`config.mk`:
```
export PLATFORM = sky130hd
export DESIGN_NAME = wts_adsr_envelope_generator_nch
export DESIGN_NICKNAME = d
export VERILOG_FILES = /design/src/rtl/wts_adsr_pkg.sv /design/src/rtl/wts_adsr_channel.sv /design/src/rtl/wts_adsr_envelope_generator_nch.sv
export SDC_FILE = /design/constraint.sdc
export NUM_CORES = 1
export LEC_CHECK = 0
export ABC_AREA = 0
export ABC_CLOCK_PERIOD_IN_PS = 6590
export CORE_MARGIN = 2
export CORE_UTILIZATION = 63
export DETAILED_ROUTE_END_ITERATION = 16
export DONT_BUFFER_PORTS = 1
export PLACE_DENSITY = 0.79
export SLEW_MARGIN = 25
export SYNTH_ARGS = -nofsm -noshare
export SYNTH_HDL_FRONTEND = slang
export SYNTH_SLANG_ARGS = --single-unit
```
`constraint.sdc`:
```
create_clock -name clk -period 6.59 [get_ports clk]
set_clock_uncertainty 0.2 [all_clocks]
set_input_delay 0.659 -clock clk [delete_from_list [all_inputs] [get_ports clk]]
set_output_delay 0.659 -clock clk [all_outputs]
set_load 0.03 [all_outputs]
```
`src/rtl/wts_adsr_pkg.sv`:
```
// Shared types and helpers for the wave-table ADSR envelope generator.
// Contents: phase encoding, rate/sustain-level field widths, sustain target helper.
package wts_adsr_pkg;

   localparam int unsigned RATE_W = 8;
   localparam int unsigned SL_W   = 4;
   localparam int unsigned PH_W   = 3;

   typedef enum logic [PH_W-1:0] {
      PH_IDLE    = 3'd0,
      PH_ATTACK  = 3'd1,
      PH_DECAY   = 3'd2,
      PH_SUSTAIN = 3'd3,
      PH_RELEASE = 3'd4
   } adsr_phase_t;

   // Sustain level scaled up to the envelope width (SL occupies the top bits below full scale).
   function automatic int unsigned sustain_target(input logic [SL_W-1:0] sl, input int unsigned env_w);
      return 32'(sl) << (env_w - 5);
   endfunction

endpackage

```
`src/rtl/wts_adsr_channel.sv`:
```
// One ADSR channel: phase, level, rate counter and pending key requests.
// Ports:
//   clk, reset                 clock, synchronous active-high reset
//   service                    this channel owns the current slot
//   key_on/key_release/key_off request pulses (latched until serviced)
//   reg_ar/dr/sr/rr, reg_sl    rates and sustain level, sampled on service
//   reg_legato                 key_on keeps current level
//   level_nxt_c, phase_nxt_c   post-update level/phase (combinational, for the output mux)
//   idle                       registered: channel is in IDLE
module wts_adsr_channel
   import wts_adsr_pkg::*;
#(
   parameter int unsigned ENV_W = 5
) (
   input  logic              clk,
   input  logic              reset,
   input  logic              service,
   input  logic              key_on,
   input  logic              key_release,
   input  logic              key_off,
   input  logic [RATE_W-1:0] reg_ar,
   input  logic [RATE_W-1:0] reg_dr,
   input  logic [RATE_W-1:0] reg_sr,
   input  logic [RATE_W-1:0] reg_rr,
   input  logic [SL_W-1:0]   reg_sl,
   input  logic              reg_legato,
   output logic [ENV_W-1:0]  level_nxt_c,
   output logic [PH_W-1:0]   phase_nxt_c,
   output logic              idle
);

   localparam int unsigned       ENV_MAX = 1 << (ENV_W - 1);
   localparam logic [ENV_W-1:0]  LVL_MAX = ENV_W'(ENV_MAX);

   adsr_phase_t       phase_q, phase_nxt;
   logic [ENV_W-1:0]  level_q, level_nxt;
   logic [RATE_W-1:0] cnt_q, cnt_nxt;
   logic              p_on_q, p_rel_q, p_off_q;
   logic              p_on_nxt, p_rel_nxt, p_off_nxt;
   logic [RATE_W-1:0] rate;
   logic [RATE_W:0]   cnt_inc;
   logic              step_due;
   logic [ENV_W-1:0]  target;

   assign cnt_inc = {1'b0, cnt_q} + (RATE_W+1)'(1);
   assign target  = ENV_W'(sustain_target(reg_sl, ENV_W));

   // State register
   always_ff @(posedge clk) begin
      if (reset) begin
         phase_q <= PH_IDLE;
         level_q <= '0;
         cnt_q   <= '0;
         p_on_q  <= 1'b0;
         p_rel_q <= 1'b0;
         p_off_q <= 1'b0;
         idle    <= 1'b1;
      end else begin
         phase_q <= phase_nxt;
         level_q <= level_nxt;
         cnt_q   <= cnt_nxt;
         p_on_q  <= p_on_nxt;
         p_rel_q <= p_rel_nxt;
         p_off_q <= p_off_nxt;
         idle    <= (phase_nxt == PH_IDLE);
      end
   end

   // Event handling and rate stepping
   always_comb begin
      phase_nxt = phase_q;
      level_nxt = level_q;
      cnt_nxt   = cnt_q;
      p_on_nxt  = p_on_q | key_on;
      p_rel_nxt = p_rel_q | key_release;
      p_off_nxt = p_off_q | key_off;
      rate      = '0;
      step_due  = 1'b0;

      if (service) begin
         // Same-cycle pulses are folded into this service, so nothing stays pending.
         p_on_nxt  = 1'b0;
         p_rel_nxt = 1'b0;
         p_off_nxt = 1'b0;

         if (p_off_q | key_off) begin
            phase_nxt = PH_IDLE;
            level_nxt = '0;
            cnt_nxt   = '0;
         end else if (p_on_q | key_on) begin
            cnt_nxt = '0;
            if (reg_ar == '0) begin
               phase_nxt = PH_DECAY;
               level_nxt = LVL_MAX;
            end else begin
               phase_nxt = PH_ATTACK;
               if (!reg_legato) level_nxt = '0;
            end
         end else if ((p_rel_q | key_release) && (phase_q != PH_IDLE)) begin
            phase_nxt = PH_RELEASE;
            cnt_nxt   = '0;
         end else begin
            case (phase_q)
               PH_ATTACK:  rate = reg_ar;
               PH_DECAY:   rate = reg_dr;
               PH_SUSTAIN: rate = reg_sr;
               PH_RELEASE: rate = reg_rr;
               default:    rate = '0;
            endcase

            step_due = (rate != '0) && (cnt_inc >= {1'b0, rate});
            if (rate != '0) cnt_nxt = step_due ? '0 : cnt_inc[RATE_W-1:0];

            case (phase_q)
               PH_ATTACK: begin
                  if (step_due) begin
                     if (level_q >= LVL_MAX - ENV_W'(1)) begin
                        level_nxt = LVL_MAX;
                        phase_nxt = PH_DECAY;
                        cnt_nxt   = '0;
                     end else begin
                        level_nxt = level_q + ENV_W'(1);
                     end
                  end
               end
               PH_DECAY: begin
                  // Reaching the target is checked before any step is taken.
                  if (level_q <= target) begin
                     phase_nxt = PH_SUSTAIN;
                     cnt_nxt   = '0;
                  end else if (rate == '0) begin
                     phase_nxt = PH_SUSTAIN;
                     level_nxt = target;
                     cnt_nxt   = '0;
                  end else if (step_due) begin
                     level_nxt = level_q - ENV_W'(1);
                  end
               end
               PH_SUSTAIN: begin
                  if (step_due && (level_q != '0)) level_nxt = level_q - ENV_W'(1);
               end
               PH_RELEASE: begin
                  if (step_due) begin
                     if (level_q <= ENV_W'(1)) begin
                        level_nxt = '0;
                        phase_nxt = PH_IDLE;
                        cnt_nxt   = '0;
                     end else begin
                        level_nxt = level_q - ENV_W'(1);
                     end
                  end
               end
               default: ;
            endcase
         end
      end
   end

   assign level_nxt_c = level_nxt;
   assign phase_nxt_c = phase_nxt;

endmodule

```
`src/rtl/wts_adsr_envelope_generator_nch.sv`:
```
// Time-multiplexed N-channel ADSR envelope generator.
// Ports:
//   clk, reset                        clock, synchronous active-high reset
//   active                            slot being serviced; >= CH_NUM is a no-op slot
//   key_on/key_release/key_off        per-channel request pulses
//   reg_ar/dr/sr/rr (8b per ch)       rates
//   reg_sl (4b per ch), reg_legato    sustain level, legato enable
//   envelope, phase                   level/phase of the channel serviced last cycle
//   ch_idle                           per-channel IDLE flag
module wts_adsr_envelope_generator_nch
   import wts_adsr_pkg::*;
#(
   parameter int unsigned CH_NUM = 5,
   parameter int unsigned ENV_W  = 5,
   localparam int unsigned AW    = $clog2(CH_NUM + 1)
) (
   input  logic                     clk,
   input  logic                     reset,
   input  logic [AW-1:0]            active,
   input  logic [CH_NUM-1:0]        key_on,
   input  logic [CH_NUM-1:0]        key_release,
   input  logic [CH_NUM-1:0]        key_off,
   input  logic [CH_NUM*RATE_W-1:0] reg_ar,
   input  logic [CH_NUM*RATE_W-1:0] reg_dr,
   input  logic [CH_NUM*RATE_W-1:0] reg_sr,
   input  logic [CH_NUM*RATE_W-1:0] reg_rr,
   input  logic [CH_NUM*SL_W-1:0]   reg_sl,
   input  logic [CH_NUM-1:0]        reg_legato,
   output logic [ENV_W-1:0]         envelope,
   output logic [PH_W-1:0]          phase,
   output logic [CH_NUM-1:0]        ch_idle
);

   logic [ENV_W-1:0] lvl_nxt [CH_NUM];
   logic [PH_W-1:0]  ph_nxt  [CH_NUM];
   logic [ENV_W-1:0] env_sel;
   logic [PH_W-1:0]  ph_sel;

   // One channel instance per slot
   for (genvar i = 0; i < CH_NUM; i++) begin : g_ch
      wts_adsr_channel #(.ENV_W(ENV_W)) u_ch (
         .clk         (clk),
         .reset       (reset),
         .service     (active == AW'(i)),
         .key_on      (key_on[i]),
         .key_release (key_release[i]),
         .key_off     (key_off[i]),
         .reg_ar      (reg_ar[i*RATE_W +: RATE_W]),
         .reg_dr      (reg_dr[i*RATE_W +: RATE_W]),
         .reg_sr      (reg_sr[i*RATE_W +: RATE_W]),
         .reg_rr      (reg_rr[i*RATE_W +: RATE_W]),
         .reg_sl      (reg_sl[i*SL_W +: SL_W]),
         .reg_legato  (reg_legato[i]),
         .level_nxt_c (lvl_nxt[i]),
         .phase_nxt_c (ph_nxt[i]),
         .idle        (ch_idle[i])
      );
   end

   // Select the serviced channel; no-op slots read as 0 / IDLE
   always_comb begin
      env_sel = '0;
      ph_sel  = PH_IDLE;
      for (int i = 0; i < CH_NUM; i++) begin
         if (active == AW'(i)) begin
            env_sel = lvl_nxt[i];
            ph_sel  = ph_nxt[i];
         end
      end
   end

   // Output register
   always_ff @(posedge clk) begin
      if (reset) begin
         envelope <= '0;
         phase    <= PH_IDLE;
      end else begin
         envelope <= env_sel;
         phase    <= ph_sel;
      end
   end

endmodule
```
==> flow_summary.json <==
{
  "status": "finished, final reports clean",
  "p_total_mw": 1.363,
  "first_pass_iters": 6,
  "ctsHoldBuffers": 0,
  "drv_slew": 0,
  "ys_seq_area_share_pct": 18.66,
  "grt.overflow.total": 0,
  "drive_gt1_share_pct": 4.513,
  "grt.total_usage_pct": 34.73,
  "hold_violations": 0,
  "grt_setup_unrepaired": "no",
  "dieArea_sq_um": 19490,
  "max_slew.worst_pin.slew_ns": 0.9491,
  "clkTransAtPathRegs_ns": 0.08,
  "routed_wl_um": 35390,
  "avgSynthCellArea_sq_um": 7.104,
  "fillCellCount": 1658,
  "synth_top_area_share_pct": 18.66,
  "wl_per_cell_um": 19.88,
  "initial_core_util_pct": 64.28,
  "p_leak_nw": 4.439,
  "maxSlewHeadroom_pct": 36.19,
  "clock-sinks": 108,
  "final_cells": 1780,
  "grt_pass1_vias": 11400,
  "rows": 49,
  "numCtsBuffers": 9,
  "cts.repair.resized": 0,
  "synth_nets": 1921,
  "clock_latency_ns": 0.36,
  "die_h_um": 139.6,
  "drc": 0,
  "worst-setup-path-type": "register to register",
  "fin_util_pct": 65.16,
  "finalCritPeriodShare_pct": 79.87,
  "synth_edf_count": 0,
  "area_growth_pct": 1.371,
  "synth-seq-cells": 108,
  "drv_cap": 0,
  "grt_pass1_wl_um": 57160,
  "synth_area_leaders": "dfxtp_1 19%, ha_1 9.2%, nand2_1 5.6%",
  "gp_congestion": 1.052,
  "whs_path_depth": 1,
  "final_antenna_net_count": 0,
  "setup_viol": 0,
  "cts_root_buf": "clkbuf_16",
  "crit_fanout": 25,
  "post-route-min-period_ns": 5.263,
  "ios": 218,
  "post-place-cells": 1766,
  "grt_max_degree": 50,
  "hold_class": "input pin to register",
  "hpwl_um": 27220,
  "syn_area_sq_um": 11590,
  "synthFlopType": "dfxtp_1",
  "cp-start-kind": "register",
  "dieWidth_um": 139.6,
  "synth.distinct_cells": 89,
  "cts_tree": "yes",
  "hold_slack_ns": 0.1724,
  "tns_ns": 0,
  "fp.coreArea_sq_um": 18020,
  "crit_required_ns": 6.67,
  "async_flop_share_pct": 0,
  "synth_most_common_cell": "nand2_1",
  "peakVddDrop_mv": 0.1230,
  "yosysWarnings": 0,
  "via_per_inst": 6.981,
  "synthCells": 1631,
  "antenna_found_initial": 0,
  "yosysTopAreaCell": "dfxtp_1",
  "postCtsSetupRepairBufs": 0,
  "ff2ff_path_depth": 14,
  "dr.first_iter.drc_count": 1280,
  "num_antenna_cells": 0,
  "htreeDepth": 3,
  "io_buffers": 0,
  "fin_nets": 1838,
  "vias": 12430,
  "worstPathArrival_ns": 5.34,
  "cts_buffer_depth": 2,
  "end_kind": "register",
  "power_density_nw_per_um2": 116.0,
  "ys_top_cells_by_count": "173 x nand2_1, 158 x nor2_1, 123 x a21oi_1",
  "fmax_ghz": 0.1900
}
## worst max-delay path: stages (launching register included)
cell and delay, ns:
dfxtp_1 0.80, nor2b_1 0.23, and2_1 0.27, a221oi_1 0.43, ha_1 0.34, a211oi_1 0.24, o211ai_1 0.13, o221ai_1 0.32
nand2_1 0.34, a31o_2 0.37, a21boi_0 0.19, and3_1 0.22, o31ai_1 0.77, o21ai_0 0.21, o31ai_1 0.11
## kinds of logic (layout without fill, tap and decap cells)
family	after synthesis	after routing	share of synthesized area, %
mux	26	26	2.441
buf+inv	169	89	5.972
xor+xnor	40	40	3.024
flops	108	108	18.66
simple gates	645	645	28.19
compound gates	558	558	32.54
fa+ha+maj	85	85	9.179
## final timing paths
kind	startpoint	end	slack (ns)
worst max-delay path	g_ch[1].u_ch.phase_q[2]	g_ch[1].u_ch.cnt_q[6]	1.33
worst min-delay path	reset	g_ch[0].u_ch.level_q[3]	0.17
worst max register to register	g_ch[1].u_ch.phase_q[2]	g_ch[1].u_ch.cnt_q[6]	1.33
worst min register to register	g_ch[1].u_ch.cnt_q[7]	g_ch[1].u_ch.cnt_q[7]	0.27
## where the power goes
group	internal, mW	switching, mW	total, mW
Combinational	0.0578	0.115	0.173
Sequential	0.661	0.00956	0.670
Clock	0.265	0.255	0.519
Total	0.983	0.379	1.36
## area by class of cell
type                       count  area (sq um)  area share (%)
tap                          229         286.5           2.440
multi-input combinational   1354          8736           74.38
sequential                   108          2163           18.42
inverter                      72         270.3           2.301
timing repair buffer           3         22.52          0.1918
clock inverter                 3         23.77          0.2024
clock buffer                  11         242.7           2.067
## per-stage QoR
step | cell area [sq um] | setup slack [ns]
after floorplan | 11590 | 2.178
after global placement | 11470 | 1.485
after detailed placement | 11470 | 1.371
after CTS | 11740 | 1.339
after global routing | 11750 | 0.9224
final | 11750 | 1.327
## metal layers
metal  global-route usage (%)  vias to the layer above  part of all wire (%)
li1                         -                     5924                     -
met1                    47.21                     5718                    43
met2                    55.50                      702                    45
met3                    7.674                       83                    10
met4                    10.16                        0                   2.5
met5                        0                        -                     0
## flip-flops by register name (all words and copies together) (netlist names)
name	flops
g_ch.u_ch.p_off_q	5
g_ch.u_ch.p_on_q	5
phase	3
g_ch.u_ch.idle	5
g_ch.u_ch.phase_q	15
g_ch.u_ch.level_q	25
g_ch.u_ch.cnt_q	40
envelope	5
g_ch.u_ch.p_rel_q	5
## cell usage in the layout (no fill, tap or decap), types with 8 or more instances in the layout
| master | synthesis | routed |
|---|---|---|
| nor3b_1 | 9 | 9 |
| o31ai_1 | 21 | 21 |
| clkbuf_16 | 0 | 9 |
| nor2_1 | 158 | 158 |
| o21ai_0 | 115 | 115 |
| nand4_1 | 23 | 23 |
| and2_1 | 20 | 20 |
| nor4bb_1 | 17 | 17 |
| a311oi_1 | 9 | 9 |
| and3_1 | 24 | 24 |
| a22oi_1 | 30 | 30 |
| a41oi_1 | 11 | 11 |
| o21a_1 | 11 | 11 |
| dfxtp_1 | 108 | 107 |
| nand2b_1 | 33 | 33 |
| a211oi_1 | 25 | 25 |
| ha_1 | 85 | 85 |
| inv_1 | 71 | 71 |
| or2_2 | 9 | 9 |
| nor4_1 | 19 | 19 |
| mux2i_1 | 8 | 8 |
| o22ai_1 | 10 | 10 |
| mux2_2 | 18 | 18 |
| nor3_1 | 46 | 46 |
| o211ai_1 | 26 | 26 |
| xor2_1 | 18 | 18 |
| o21ai_1 | 12 | 12 |
| a22o_1 | 12 | 12 |
| a21o_1 | 21 | 21 |
| nor2b_1 | 29 | 29 |
| xnor2_1 | 22 | 22 |
| a21oi_1 | 123 | 122 |
| nand2_1 | 173 | 173 |
| a31oi_1 | 19 | 19 |
| o221ai_1 | 16 | 16 |
| nand3_1 | 44 | 44 |
No activity file was read; power rests on OpenSTA's default activity.
